--- src/rtl/boton_eventos_pkg.sv ---
// Shared button types: FSM state encoding visible to display/game logic for debug decode,
// plus the sizing helper for the sample counter.
// Pure declarations, no latency, no flow control.
package boton_eventos_pkg;

  // 2-bit state encoding, fixed so other blocks can decode a probed state value.
  typedef enum logic [1:0] {
    ST_LOCKOUT = 2'd0,  // waiting for btn_in=0 after reset; ignores a held button
    ST_IDLE    = 2'd1,  // armed, waiting for a press
    ST_PRESSED = 2'd2,  // press in progress, not yet long
    ST_HELD    = 2'd3   // long press reached, generating repeats
  } btn_state_t;

  function automatic int max_int(input int a, input int b);
    return (a > b) ? a : b;
  endfunction

  // Counter must hold the largest threshold without wrapping.
  function automatic int cnt_width(input int long_t, input int repeat_t);
    return $clog2(max_int(long_t, repeat_t) + 1);
  endfunction

endpackage

--- src/rtl/boton_eventos_if.sv ---
// Button event bus: one debounced level in, three event pulses and a held level out.
// All outputs registered in the slave; pulses last exactly one cycle.
// No backpressure: events are fire-and-forget pulses the consumer must sample every cycle.
//
// Signals:
//   btn_in        debounced button level, 1 = pressed
//   short_pulse   press released before the long threshold
//   long_pulse    press reached the long threshold
//   repeat_pulse  periodic pulse while a long press is held
//   held          1 while a press is being tracked (PRESSED or HELD)
interface boton_eventos_if;
  logic btn_in;
  logic short_pulse;
  logic long_pulse;
  logic repeat_pulse;
  logic held;

  // Button side / event consumer.
  modport master (
    output btn_in,
    input  short_pulse,
    input  long_pulse,
    input  repeat_pulse,
    input  held
  );

  // Event generator.
  modport slave (
    input  btn_in,
    output short_pulse,
    output long_pulse,
    output repeat_pulse,
    output held
  );
endinterface

--- src/rtl/boton_eventos.sv ---
// Classifies a debounced button into short/long/repeat event pulses plus a held level.
// Latency: every output is registered, one cycle after the edge that sampled btn_in.
// No backpressure: pulses are single-cycle and never stall; one instance per button.
//
// Ports:
//   clk  system clock, rising edge
//   rst  synchronous active-high reset; forces LOCKOUT so a press in flight is discarded
//   bus  boton_eventos_if.slave (btn_in in; short/long/repeat pulses and held out)
module boton_eventos
  import boton_eventos_pkg::*;
#(
  parameter int LONG_TIME   = 2000,  // high samples for a long press, >= 2
  parameter int REPEAT_TIME = 250,   // high samples between repeats, >= 1
  parameter int REPEAT_EN   = 1      // 0 suppresses repeat_pulse
) (
  input  logic            clk,
  input  logic            rst,
  boton_eventos_if.slave  bus
);

  localparam int CW = cnt_width(LONG_TIME, REPEAT_TIME);
  localparam logic [CW-1:0] LONG_LAST   = CW'(LONG_TIME - 1);
  localparam logic [CW-1:0] REPEAT_LAST = CW'(REPEAT_TIME - 1);
  localparam logic [CW-1:0] CNT_ONE     = CW'(1);
  localparam logic          REPEAT_ON   = (REPEAT_EN != 0);

  btn_state_t      state, state_nxt;
  logic [CW-1:0]   cnt, cnt_nxt;
  logic            short_nxt;
  logic            long_nxt;
  logic            repeat_nxt;
  logic            held_nxt;

  // Next-state, counter and pulse decode. Release is tested before any
  // threshold so a release on the threshold edge wins (short in PRESSED,
  // nothing in HELD). The counter only ever counts up to LONG_LAST or
  // REPEAT_LAST before reloading, so it never wraps.
  always_comb begin
    state_nxt  = state;
    cnt_nxt    = cnt;
    short_nxt  = 1'b0;
    long_nxt   = 1'b0;
    repeat_nxt = 1'b0;

    case (state)
      ST_LOCKOUT: begin
        // A button held through reset must be released before it can count.
        if (!bus.btn_in) begin
          state_nxt = ST_IDLE;
        end
      end

      ST_IDLE: begin
        if (bus.btn_in) begin
          state_nxt = ST_PRESSED;
          cnt_nxt   = CNT_ONE;   // this edge is the first high sample
        end
      end

      ST_PRESSED: begin
        if (!bus.btn_in) begin
          short_nxt = 1'b1;
          state_nxt = ST_IDLE;
          cnt_nxt   = '0;
        end else if (cnt == LONG_LAST) begin
          long_nxt  = 1'b1;
          state_nxt = ST_HELD;
          cnt_nxt   = '0;
        end else begin
          cnt_nxt   = cnt + CNT_ONE;
        end
      end

      ST_HELD: begin
        if (!bus.btn_in) begin
          state_nxt = ST_IDLE;
          cnt_nxt   = '0;
        end else if (cnt == REPEAT_LAST) begin
          repeat_nxt = REPEAT_ON;
          cnt_nxt    = '0;
        end else begin
          cnt_nxt    = cnt + CNT_ONE;
        end
      end

      default: begin
        state_nxt = ST_LOCKOUT;
        cnt_nxt   = '0;
      end
    endcase

    // held is registered alongside the state so it tracks the state register exactly.
    held_nxt = (state_nxt == ST_PRESSED) || (state_nxt == ST_HELD);
  end

  always_ff @(posedge clk) begin
    if (rst) begin
      state            <= ST_LOCKOUT;
      cnt              <= '0;
      bus.short_pulse  <= 1'b0;
      bus.long_pulse   <= 1'b0;
      bus.repeat_pulse <= 1'b0;
      bus.held         <= 1'b0;
    end else begin
      state            <= state_nxt;
      cnt              <= cnt_nxt;
      bus.short_pulse  <= short_nxt;
      bus.long_pulse   <= long_nxt;
      bus.repeat_pulse <= repeat_nxt;
      bus.held         <= held_nxt;
    end
  end

endmodule

--- src/flat_wrapper.sv ---
// flat-port wrapper written by rule: the top's interface ports become plain ports
module boton_eventos_flat import boton_eventos_pkg::*;
#(
  parameter int LONG_TIME   = 2000,                                        
  parameter int REPEAT_TIME = 250,                                        
  parameter int REPEAT_EN   = 1                                  
)
  (clk, rst, bus_btn_in, bus_short_pulse, bus_long_pulse, bus_repeat_pulse, bus_held);
  boton_eventos_if bus_i ();
  input  logic clk;
  input  logic rst;
  input wire logic [$bits(bus_i.btn_in)-1:0] bus_btn_in;
  output wire logic [$bits(bus_i.short_pulse)-1:0] bus_short_pulse;
  output wire logic [$bits(bus_i.long_pulse)-1:0] bus_long_pulse;
  output wire logic [$bits(bus_i.repeat_pulse)-1:0] bus_repeat_pulse;
  output wire logic [$bits(bus_i.held)-1:0] bus_held;
  assign bus_i.btn_in = bus_btn_in;
  assign bus_short_pulse = bus_i.short_pulse;
  assign bus_long_pulse = bus_i.long_pulse;
  assign bus_repeat_pulse = bus_i.repeat_pulse;
  assign bus_held = bus_i.held;
  boton_eventos #(.LONG_TIME(LONG_TIME), .REPEAT_TIME(REPEAT_TIME), .REPEAT_EN(REPEAT_EN)) u_core (.clk(clk), .rst(rst), .bus(bus_i));
endmodule
--- config.mk ---
export PLATFORM = sky130hd
export DESIGN_NAME = boton_eventos_flat
export DESIGN_NICKNAME = d
export VERILOG_FILES = /design/src/rtl/boton_eventos_pkg.sv /design/src/rtl/boton_eventos_if.sv /design/src/rtl/boton_eventos.sv /design/src/flat_wrapper.sv
export SDC_FILE = /design/constraint.sdc
export NUM_CORES = 1
export LEC_CHECK = 0
export CAP_MARGIN = 20
export CORE_UTILIZATION = 55
export DETAILED_ROUTE_END_ITERATION = 8
export PLACE_DENSITY = 0.83
export SYNTH_ARGS = -nofsm -noshare
export SYNTH_HDL_FRONTEND = slang
export SYNTH_SLANG_ARGS = --single-unit
--- constraint.sdc ---
create_clock -name clk -period 2.3 [get_ports clk]
set_input_delay 0.46 -clock clk [delete_from_list [all_inputs] [get_ports clk]]
set_output_delay 0.46 -clock clk [all_outputs]
set_load 0.05 [all_outputs]
After elaboration in Yosys (flattened, before gate mapping). Index checks and enable logic that the tools add are counted. W data, S select, Z words.

Input bits: 3. Output and inout bits: 4. Flip-flop bits (word level): 17. Logic and storage cells: 40.

Bitwise logic cells: 3. Mux-type cells: 14. Equality and inequality tests: 8. Add/sub/neg operators: 1. Reductions and logical operators: 8.

Operator list (count): $mux W11 (5); $pmux W11 S3 (1); $add A11 B1 Y11 const B (1); $eq A11 B11 Y1 const B (1); $eq A11 B8 Y1 const B (1); $eq A2 B2 Y1 const B (4); $mux W2 (4); $pmux W2 S3 (1); $reduce_or A3 Y1 (2); $reduce_or A2 Y1 (2); $mux W1 (3); $not A1 Y1 (3); $reduce_bool A3 Y1 (1); $eq A2 B1 Y1 const B (1); $logic_not A2 Y1 (1); $ne A2 B2 Y1 const B (1); $reduce_and A2 Y1 (1); $logic_or A1 B1 Y1 (1).

Depth between registers and ports, before layout. Gate-level depths: netlist of the first run.

Word-level depth: 6. Gate-level depth with buffers: 7. Depth with buffers taken out: 7.

Worst setup path after synthesis of the first run. No wires, ideal clock.

Path type: register to register. From: reg u_core.cnt[1]. To: reg u_core.cnt[2]. Setup slack: 0.595 ns. Arrival: 1.630 ns. Clock period less this slack: 1.705 ns. Required time: 2.226 ns. Stages on the path, launching flop included: 8. Library setup time: 0.074 ns. Path buffers: 0. Path through: dfxtp_1 > inv_1 > ha_1 > or4b_1 > nor4_2 > o22a_2 > or4b_1 > a31oi_1.

Cells in the longest elaborated chain, start to end: 4. Elaborated cells between the ends (all ways): 8. Those cells by class: 1 x add/sub; 2 x eq/ne; 5 x mux.

Ends and longest elaborated chain: start, declared (line boton_eventos.sv:28) `logic [CW-1:0] cnt, cnt_nxt;`; start signal, assigned (line boton_eventos.sv:106) `cnt <= cnt_nxt;`; $add A11 B1 Y11, or another cell as far along (line boton_eventos.sv:70, boton_eventos.sv:82); $mux W11 (on tied branches) (line boton_eventos.sv:78, boton_eventos.sv:65); $mux W11 (on tied branches) (line boton_eventos.sv:75, boton_eventos.sv:61); $pmux W11 S3 (*) (line boton_eventos.sv:45) `case (state)`.

Mark *: on every way between the ends. The rest lies on a longest branch, timed or not. A chain may end at the register's enable or synchronous reset.

Worst setup path in the final report of the first run.
From: in bus_btn_in. To: reg u_core.cnt[2].

Cells in the longest elaborated chain, start to end: 2. Elaborated cells between the ends (all ways): 5. Those cells by class: 1 x eq/ne; 3 x mux; 1 x reduce/logical.

Ends and longest elaborated chain: start, declared (line flat_wrapper.sv:12) `input wire logic [$bits(bus_i.btn_in)-1:0] bus_btn_in;`; $mux W11, or another cell as far along (line boton_eventos.sv:75) `if (!bus.btn_in) begin`; $pmux W11 S3 / $reduce_and A2 Y1 (equally long branches).

Parallel ways exist; a longest one is shown, timed or not.

==> impl_metrics.py, run 1 <==
metrics = {
    "power": {
        "internal-power_mw": 0.394,
        "vdd_drop_max_uv": 375,
        "p_switching_mw": 0.145,
        "p_comb_frac": 0.137,
        "power_frac_seq": 0.575,
        "switching_share": 0.270,
        "power_density_nw_per_um2": 546,
        "p_leak_nw": 0.365,
        "clkPwrFrac": 0.288,
    },
    "floorplan": {
        "die-width_um": 41.9,
        "coreArea_um2": 1490,
        "rows": 14,
        "initial_core_util": 0.589,
        "design.portCount": 7,
        "die_h_um": 41.9,
        "die_area_um2": 1760,
    },
    "place": {
        "place_area_um2": 961,
        "gp_congestion": 0.870,
        "numPlacedInstances": 118,
        "port_buffers": 6,
        "hpwl_mm": 1.20,
    },
    "synthesis": {
        "yosys.area.top_type": "dfxtp_1",
        "ys_top_cells_by_area": "dfxtp_1, ha_1, xnor2_1, nor2_1, nor3_1",
        "syn-cell-area_um2": 877,
        "yosys_warnings": 0,
        "syn_area_per_cell_um2": 9.14,
        "synth_top_area_share": 0.388,
        "synthCells": 96,
        "synth-seq-area-share": 0.388,
        "synth_nets": 106,
        "synth-seq-cells": 17,
        "synth.distinct_cells": 32,
    },
    "clock_tree": {
        "cts_tree": "done",
        "holdBufCountCts": 0,
        "cts_made_buffers": 3,
        "cts_resized": 0,
        "clk_pin_slew_ns": 0.09,
        "post_cts_buffers": 0,
        "cts.sinks": 17,
        "cts.root.buffer_cell": "clkbuf_4",
        "ctsHtreeMaxLevel": 1,
        "cts_max_path_buffers": 2,
        "clock_latency_ns": 0.29,
    },
    "cells_and_area": {
        "finalNonFillerCells": 122,
        "mostFrequentLayoutCell": "dfxtp_1",
        "drive_gt1_frac": 0.123,
        "fin_area_um2": 988,
        "diodes": 0,
        "fillers": 117,
        "fin_nets": 117,
        "utilization": 0.664,
        "area_delta_synth_final_pct": 12.7,
        "final_cell_mix": "dfxtp_1, nor2_1, ha_1",
    },
    "worst_setup_path": {
        "r2r-start": "u_core.cnt[0]",
        "worstRegToRegCells": 6,
        "r2r-end": "u_core.cnt[9]",
        "cp-start-kind": "input port",
        "reg2reg_slack_ns": 0.39,
        "crit_required_ns": 2.52,
        "crit_path_end_kind": "flip-flop",
        "path_max_fanout": 7,
        "worstPathArrival_ns": 2.14,
        "crit_type": "input port to flip-flop",
    },
    "timing": {
        "whs_ns": 0.508,
        "maxSlewViolCount": 0,
        "layout_min_cycle_time_ns": 1.93,
        "rsz0062_at_grt": "false",
        "slew_headroom": 0.674,
        "fin_crit_sh": 0.837,
        "finalClockSkew_ns": 0.000965,
        "timing.fmax_ghz": 0.519,
        "setup_violations": 0,
        "worst_pin_slew_ns": 0.487,
        "hold_viol": 0,
        "setup_tns_ns": 0,
    },
    "grt": {
        "grt_usage": 0.207,
        "grt_pass1_vias": 623,
        "grt_overflow_total": 0,
        "grt_max_degree": 11,
        "grt_pass1_wl_mm": 2.73,
        "antenna_found_initial": 0,
    },
    "route": {
        "post-route-drc-count": 0,
        "dr_total_vias": 684,
        "wirelength_mm": 1.59,
        "wire_per_inst_um": 13.0,
        "viasPerCell": 5.61,
        "dr.pass1.iters": 4,
        "postRouteAntennaNets": 0,
        "drt_iter0_drc": 8,
    },
    "flow_run": {
        "maxCapViolCount": 0,
    },
    "run_status": {
        "status": "finished clean",
    },
    "min_path": {
        "min_to": "u_core.cnt[1]",
        "hold_path.class": "flip-flop to flip-flop",
        "min_path_cells": 2,
        "worstHoldStart": "u_core.cnt[1]",
    },
}
state kept, by name (all words and copies together), names as in the netlist:
register,count
u_core.bus.held,1
u_core.bus.long_pulse,1
u_core.bus.repeat_pulse,1
u_core.bus.short_pulse,1
u_core.cnt,11
u_core.state,2
worst max-delay path, stage by stage:
cell             delay, ns
clkdlybuf4s50_1       0.60
nand2_1               0.13
o22a_2                0.28
or4b_1                0.51
a31oi_1               0.16
through the flow:
step	setup slack (ns)	power, mW
after floorplan	0.595	0.370
after global placement	0.197	0.387
after detailed placement	0.104	0.391
after CTS	0.384	0.545
after global routing	0.284	0.568
final	0.374	0.539
cell type report:
type                       count  area [um2]  area share
inverter                       5        18.8      0.0190
multi-input combinational     73         514       0.520
timing repair buffer           7        67.6      0.0684
sequential                    17         340       0.344
clock inverter                 1        5.00     0.00506
clock buffer                   3        22.5      0.0228
tap                           16        20.0      0.0203
power groups by stage:
stage                     logic (mW)  clock network [mW]  registers [mW]
final                         0.0738               0.155           0.310
after global routing          0.0844               0.172           0.311
after CTS                     0.0739               0.161           0.310
after detailed placement      0.0737                   0           0.317
after global placement        0.0705                   0           0.317
after floorplan               0.0511                   0           0.319
synth_stat cells (all sizes together):
master / n
a31oi: 1
or4bb: 1
o221a: 1
clkbuf: 1
o22a: 2
dfxtp: 17
nor3: 6
or3b: 1
a21oi: 3
nor3b: 2
ha: 7
or3: 1
nand4: 2
xnor2: 6
nand3: 3
inv: 5
nor4: 4
nor2: 12
and3: 3
or4b: 2
nand2: 6
a211oi: 2
nand2b: 1
a21o: 2
and4b: 1
o21ai: 2
xor2: 2
per-layer routing:
| layer | track usage | vias to the layer above | routed length [um] |
|---|---|---|---|
| met5 | 0 | - | 0 |
| li1 | - | 367 | - |
| met3 | 0.0783 | 2 | 54 |
| met1 | 0.263 | 305 | 767 |
| met2 | 0.338 | 10 | 752 |
| met4 | 0.0387 | 0 | 13 |
logic make-up after synthesis:
| logic type | count (synthesis) | synth area share |
|---|---|---|
| AOI/OAI and AO/OA | 13 | 0.106 |
| adders and majority gates | 7 | 0.0999 |
| DFF | 17 | 0.388 |
| and+or+nand+nor | 45 | 0.301 |
| buffers and inverters | 6 | 0.0257 |
| xor gates and xnor gates | 8 | 0.0799 |
how the worst max path moves through the flow:
stage,from,end,slack [ns],depth (start not counted)
after detailed placement,bus_btn_in,u_core.cnt[2],0.10,5
final,bus_btn_in,u_core.cnt[2],0.37,5
after CTS,u_core.cnt[0],u_core.cnt[9],0.38,6
after global routing,u_core.cnt[0],u_core.cnt[9],0.28,6
after floorplan,u_core.cnt[1],u_core.cnt[2],0.60,7
after global placement,bus_btn_in,u_core.cnt[2],0.20,5
(Power assumes the default switching activity.)
==> run 2: changes to the inputs <==
--- a/config.mk
+++ b/config.mk
@@ -6,9 +6,9 @@
 export NUM_CORES = 1
 export LEC_CHECK = 0
 export CAP_MARGIN = 20
-export CORE_UTILIZATION = 55
+export CORE_UTILIZATION = 49
 export DETAILED_ROUTE_END_ITERATION = 8
-export PLACE_DENSITY = 0.83
+export PLACE_DENSITY = 0.79
 export SYNTH_ARGS = -nofsm -noshare
 export SYNTH_HDL_FRONTEND = slang
 export SYNTH_SLANG_ARGS = --single-unit
==> constraint.sdc (replaced) <==
create_clock -name clk -period 1.6 [get_ports clk]
set_input_delay 0.32 -clock clk [delete_from_list [all_inputs] [get_ports clk]]
set_output_delay 0.32 -clock clk [all_outputs]
set_load 0.05 [all_outputs]
==> run 2 against run 1 <==
Net effect: sequential power grew 45%; worst hold slack gained 0.052 ns; setup slack lost 0.59 ns; the flow now finishes with violations (setup timing); wire length grew 38%; first-iteration DRC count grew to 4.0 times the previous value; highest routed layer unchanged; register-to-register slack lost 0.61 ns; sequential share of layout area shrank 7.0 points; total power grew 56%; non-clock buffer count grew 25; clock power grew 48%; final cell count grew 27%; critical path depth grew 3.
==> impl_metrics.py, run 2 (synthesized netlist as in run 1, its figures left out) <==
metrics = {
    "cells_and_area": {
        "final_cell_mix": "buf_4, dfxtp_1, nor2_1",
        "area_delta_synth_final_pct": 43.1,
        "mostFrequentLayoutCell": "buf_4",
        "fillers": 105,
        "regMostFlops": "u_core.cnt",
        "diodes": 0,
        "finalNonFillerCells": 155,
        "reg.largest.list": "u_core.cnt x11, u_core.state x2",
        "fin_nets": 142,
        "drive_gt1_frac": 0.427,
        "fin_area_um2": 1250,
        "largest_reg_flops": 11,
    },
    "route": {
        "wirelength_mm": 2.20,
        "drt_iter0_drc": 32,
        "postRouteAntennaNets": 0,
        "post-route-drc-count": 0,
        "dr.pass1.iters": 4,
        "viasPerCell": 5.48,
        "dr_total_vias": 850,
        "wire_per_inst_um": 14.2,
    },
    "worst_setup_path": {
        "path_max_fanout": 3,
        "crit_path_end_kind": "flip-flop",
        "crit_required_ns": 1.82,
        "r2r-start": "u_core.cnt[1]",
        "r2r-end": "u_core.cnt[2]",
        "crit_type": "flip-flop to flip-flop",
        "reg2reg_slack_ns": -0.22,
        "worstPathArrival_ns": 2.05,
        "worstRegToRegCells": 8,
        "cp-start-kind": "flip-flop",
    },
    "timing": {
        "rsz0062_at_grt": "true",
        "layout_min_cycle_time_ns": 1.82,
        "setup_violations": 11,
        "fin_ws_ns": -0.221,
        "finalClockSkew_ns": 0.00325,
        "fin_crit_sh": 1.14,
        "hold_viol": 0,
        "timing.fmax_ghz": 0.549,
        "maxSlewViolCount": 0,
        "whs_ns": 0.560,
        "worst_pin_slew_ns": 0.422,
        "slew_headroom": 0.718,
    },
    "run_status": {
        "status": "finished, violations left",
        "violations": "setup timing",
    },
    "grt": {
        "grt_pass1_vias": 809,
        "grt.busiest_layer": "met2",
        "met1_usage": 0.270,
        "grt_overflow_total": 0,
        "grt_pass1_wl_mm": 3.55,
        "use_met3": 0.0735,
        "antenna_found_initial": 0,
        "grt_usage": 0.250,
        "met2_usage": 0.447,
        "grt_max_degree": 11,
    },
    "clock_tree": {
        "cts.root.buffer_cell": "clkbuf_4",
        "clock_latency_ns": 0.29,
        "cts_made_buffers": 3,
        "cts_max_path_buffers": 2,
        "cts_tree": "done",
        "clk_pin_slew_ns": 0.09,
        "holdBufCountCts": 0,
        "cts.sinks": 17,
        "ctsHtreeMaxLevel": 1,
    },
    "floorplan": {
        "rows": 14,
        "initial_core_util": 0.550,
        "die-width_um": 44.3,
        "design.portCount": 7,
        "die_h_um": 44.3,
        "coreArea_um2": 1590,
        "die_area_um2": 1960,
    },
    "place": {
        "hpwl_mm": 1.44,
        "gp_congestion": 0.920,
        "port_buffers": 6,
        "numPlacedInstances": 149,
        "place_area_um2": 1140,
    },
    "min_path": {
        "hold_path.class": "flip-flop to flip-flop",
        "worstHoldStart": "u_core.cnt[7]",
        "min_path_cells": 2,
        "min_to": "u_core.cnt[7]",
    },
    "power": {
        "p_leak_nw": 0.505,
        "vdd_drop_max_uv": 572,
        "power_mw": 0.841,
        "power_density_nw_per_um2": 671,
    },
    "flow_run": {
        "maxCapViolCount": 0,
    },
}
run 2: changes by cell type in the layout (fill, tap and decap cells not counted), moves of 2 or more:
| cell | change |
|---|---|
| nor2_1 | -3 |
| ha_4 | +2 |
| dfxtp_2 | +3 |
| clkdlybuf4s50_1 | -4 |
| buf_4 | +28 |
| nor2_2 | +3 |
| or4b_4 | +2 |
| dfxtp_1 | -3 |
| or4b_1 | -2 |
| ha_1 | -2 |
run 2: power by group:
group	total (mW)	leakage, nW	internal (mW)	switching [mW]
clock network	0.229	0.0177	0.0932	0.136
logic	0.164	0.348	0.0756	0.0884
registers	0.448	0.139	0.434	0.0136
run 2: worst max path at each step:
stage	start	cells past startpoint	slack (ns)	endpoint
2_1_floorplan	u_core.cnt[1]	7	-0.02	u_core.cnt[0]
3_3_place_gp	bus_btn_in	5	-0.28	u_core.cnt[2]
3_5_place_dp	bus_btn_in	5	-0.33	u_core.cnt[2]
4_1_cts	u_core.cnt[1]	8	-0.22	u_core.cnt[2]
5_1_grt	u_core.cnt[1]	8	-0.27	u_core.cnt[0]
6_report	u_core.cnt[1]	8	-0.22	u_core.cnt[2]
run 2: routing by layer:
layer  vias to the layer above  share of wire
met5                         -              0
met4                         0          0.023
met3                         8          0.049
met2                        27           0.49
met1                       397           0.43
li1                        418              -
run 2: through the flow:
step                      worst slack, ns  setup TNS (ns)   util
after global routing               -0.271           -2.84  0.787
final                              -0.221           -2.02  0.787
after detailed placement           -0.331           -2.85  0.718
after global placement             -0.278           -2.40  0.718
after CTS                          -0.217           -1.96  0.762
after floorplan                   -0.0152         -0.0267      -
run 2: area by class of cell:
| type | count | area (um2) | area share |
|---|---|---|---|
| Clock inverter | 1 | 5.00 | 0.00399 |
| Timing Repair Buffer | 32 | 249 | 0.198 |
| Clock buffer | 3 | 22.5 | 0.0179 |
| Inverter | 5 | 18.8 | 0.0150 |
| Sequential cell | 17 | 344 | 0.274 |
| Tap cell | 24 | 30.0 | 0.0239 |
| Multi-Input combinational cell | 73 | 586 | 0.467 |
run 2: worst max-delay path, cell delays in order, from the launching register on:
cell,delay (ns)
dfxtp_2,0.35
inv_2,0.05
ha_4,0.14
or4b_4,0.20
nor4_4,0.03
o22a_2,0.25
buf_6,0.13
or4b_4,0.47
a31oi_1,0.13
run 2: timing repair:
item                                    in CTS  in global routing
resized for setup                            8                  8
buffers inserted                             1                  1
endpoints found under the setup margin      11                 13
pin swaps                                    3                  4
==> run 3: changes to the inputs <==
--- a/config.mk
+++ b/config.mk
@@ -9,6 +9,8 @@
 export CORE_UTILIZATION = 49
 export DETAILED_ROUTE_END_ITERATION = 8
 export PLACE_DENSITY = 0.79
+export RECOVER_POWER = 25
+export SETUP_SLACK_MARGIN = 0.3
 export SYNTH_ARGS = -nofsm -noshare
 export SYNTH_HDL_FRONTEND = slang
 export SYNTH_SLANG_ARGS = --single-unit
==> run 3 against run 2 <==
Net effect: the run still ends with setup timing left; die area unchanged; total power decreased by 1.4%; final cell count unchanged; count of clock-buffer cells in the layout increased by 1; global-route usage decreased by 0.76 points; via count decreased by 1.1%; flip-flop and latch count unchanged; largest power group unchanged; highest routed layer unchanged.
==> impl_metrics.py, run 3 (synthesized netlist as in run 1, its figures left out) <==
metrics = {
    "power": {
        "clkPwrFrac": 0.270,
        "power_density_nw_per_um2": 659,
        "p_leak_nw": 0.512,
        "vdd_drop_max_uv": 679,
        "p_switching_mw": 0.223,
        "p_comb_frac": 0.193,
        "power_frac_seq": 0.536,
        "internal-power_mw": 0.606,
        "switching_share": 0.269,
    },
    "cells_and_area": {
        "largest_reg_flops": 11,
        "diodes": 0,
        "fin_nets": 142,
        "utilization": 0.790,
        "regMostFlops": "u_core.cnt",
        "area_delta_synth_final_pct": 43.7,
        "reg.largest.list": "u_core.cnt x11, u_core.state x2",
        "drive_gt1_frac": 0.412,
        "finalNonFillerCells": 155,
        "mostFrequentLayoutCell": "buf_4",
        "final_cell_mix": "buf_4, nor2_1, dfxtp_1",
    },
    "clock_tree": {
        "clock_latency_ns": 0.29,
        "cts.sinks": 17,
        "cts.root.buffer_cell": "clkbuf_4",
        "cts_max_path_buffers": 2,
        "holdBufCountCts": 0,
        "cts_made_buffers": 3,
        "clk_pin_slew_ns": 0.09,
        "cts_tree": "done",
        "ctsHtreeMaxLevel": 1,
    },
    "timing": {
        "timing.fmax_ghz": 0.546,
        "slew_headroom": 0.605,
        "setup_violations": 11,
        "maxSlewViolCount": 0,
        "worst_pin_slew_ns": 0.594,
        "fin_crit_sh": 1.14,
        "rsz0062_at_grt": "true",
        "fin_ws_ns": -0.231,
        "layout_min_cycle_time_ns": 1.83,
        "finalClockSkew_ns": 0.00704,
        "hold_viol": 0,
        "setup_tns_ns": -2.01,
    },
    "place": {
        "hpwl_mm": 1.37,
        "numPlacedInstances": 147,
        "gp_congestion": 0.868,
        "port_buffers": 6,
    },
    "grt": {
        "grt_pass1_vias": 758,
        "antenna_found_initial": 0,
        "grt_max_degree": 11,
        "grt_usage": 0.243,
        "grt_overflow_total": 0,
        "grt_pass1_wl_mm": 3.45,
    },
    "floorplan": {
        "die_area_um2": 1960,
        "design.portCount": 7,
        "die_h_um": 44.3,
        "coreArea_um2": 1590,
        "die-width_um": 44.3,
        "rows": 14,
        "initial_core_util": 0.550,
    },
    "route": {
        "dr_total_vias": 841,
        "drt_iter0_drc": 15,
        "wire_per_inst_um": 13.2,
        "postRouteAntennaNets": 0,
        "wirelength_mm": 2.05,
        "viasPerCell": 5.43,
        "post-route-drc-count": 0,
        "dr.pass1.iters": 4,
    },
    "worst_setup_path": {
        "crit_type": "flip-flop to flip-flop",
        "path_max_fanout": 3,
        "crit_required_ns": 1.82,
        "crit_path_end_kind": "flip-flop",
        "worstRegToRegCells": 8,
        "worstPathArrival_ns": 2.05,
        "cp-start-kind": "flip-flop",
    },
    "flow_run": {
        "maxCapViolCount": 0,
    },
    "min_path": {
        "min_path_cells": 2,
        "hold_path.class": "flip-flop to flip-flop",
    },
    "run_status": {
        "violations": "setup timing",
        "status": "finished, violations left",
    },
}
[run 3: changes by cell type in the layout (fill, tap and decap cells not counted), moves of 2 or more]
cell | before | now
buf_4 | 29 | 25
buf_6 | 1 | 3
clkbuf_1 | 0 | 3
dfxtp_1 | 14 | 11
dfxtp_4 | 0 | 2
nor2_1 | 9 | 11
nor2_2 | 3 | 1
[run 3: area by class of cell]
| cell class | instances | area [um2] |
|---|---|---|
| Multi-Input combinational cell | 73 | 583 |
| Tap cell | 24 | 30.0 |
| Sequential cell | 17 | 353 |
| Fill cell | 105 | 334 |
| Clock buffer | 4 | 26.3 |
| Timing Repair Buffer | 32 | 249 |
| Inverter | 5 | 18.8 |
[run 3: power groups by stage]
stage,registers [mW],clock network [mW],logic [mW]
2_1_floorplan,0.459,0,0.0780
3_3_place_gp,0.452,0,0.135
3_5_place_dp,0.453,0,0.140
4_1_cts,0.445,0.230,0.157
5_1_grt,0.447,0.243,0.179
6_report,0.445,0.224,0.160
[run 3: final timing paths]
path                 startpoint       endpoint  slack (ns)
hold / removal    u_core.cnt[7]  u_core.cnt[7]        0.58
setup reg to reg  u_core.cnt[1]  u_core.cnt[2]       -0.23
setup / recovery  u_core.cnt[1]  u_core.cnt[2]       -0.23
hold reg to reg   u_core.cnt[7]  u_core.cnt[7]        0.58
[run 3: repair_timing]
action,CTS,global route
buffers inserted,3,1
pin swaps,4,3
setup endpoints to repair,16,16
resized for setup,12,5
[run 3: critical path, cell delays in order (launching register included)]
cell,delay (ns)
dfxtp_2,0.35
inv_2,0.04
ha_4,0.14
or4b_4,0.20
nor4_4,0.04
o22a_2,0.25
buf_6,0.12
or4b_4,0.47
a31oi_1,0.14
[run 3: metrics by stage]
step | area, um2 | worst slack, ns | hold slack (ns) | power, mW
3_5_place_dp | 1140 | -0.320 | 0.551 | 0.593
3_3_place_gp | 1140 | -0.279 | 0.527 | 0.588
4_1_cts | 1240 | -0.204 | 0.572 | 0.831
5_1_grt | 1260 | -0.293 | 0.614 | 0.869
2_1_floorplan | 897 | -0.0102 | 0.396 | 0.537
6_report | 1260 | -0.231 | 0.578 | 0.830
[run 3: per-layer routing]
metal / part of all wire / vias to the layer above / wire length, um / GRT usage
li1: - / 415 / - / -
met1: 0.47 / 402 / 966 / 0.303
met2: 0.48 / 19 / 982 / 0.403
met3: 0.039 / 5 / 81 / 0.0816
met4: 0.011 / 0 / 23 / 0.0606
met5: 0 / - / 0 / 0
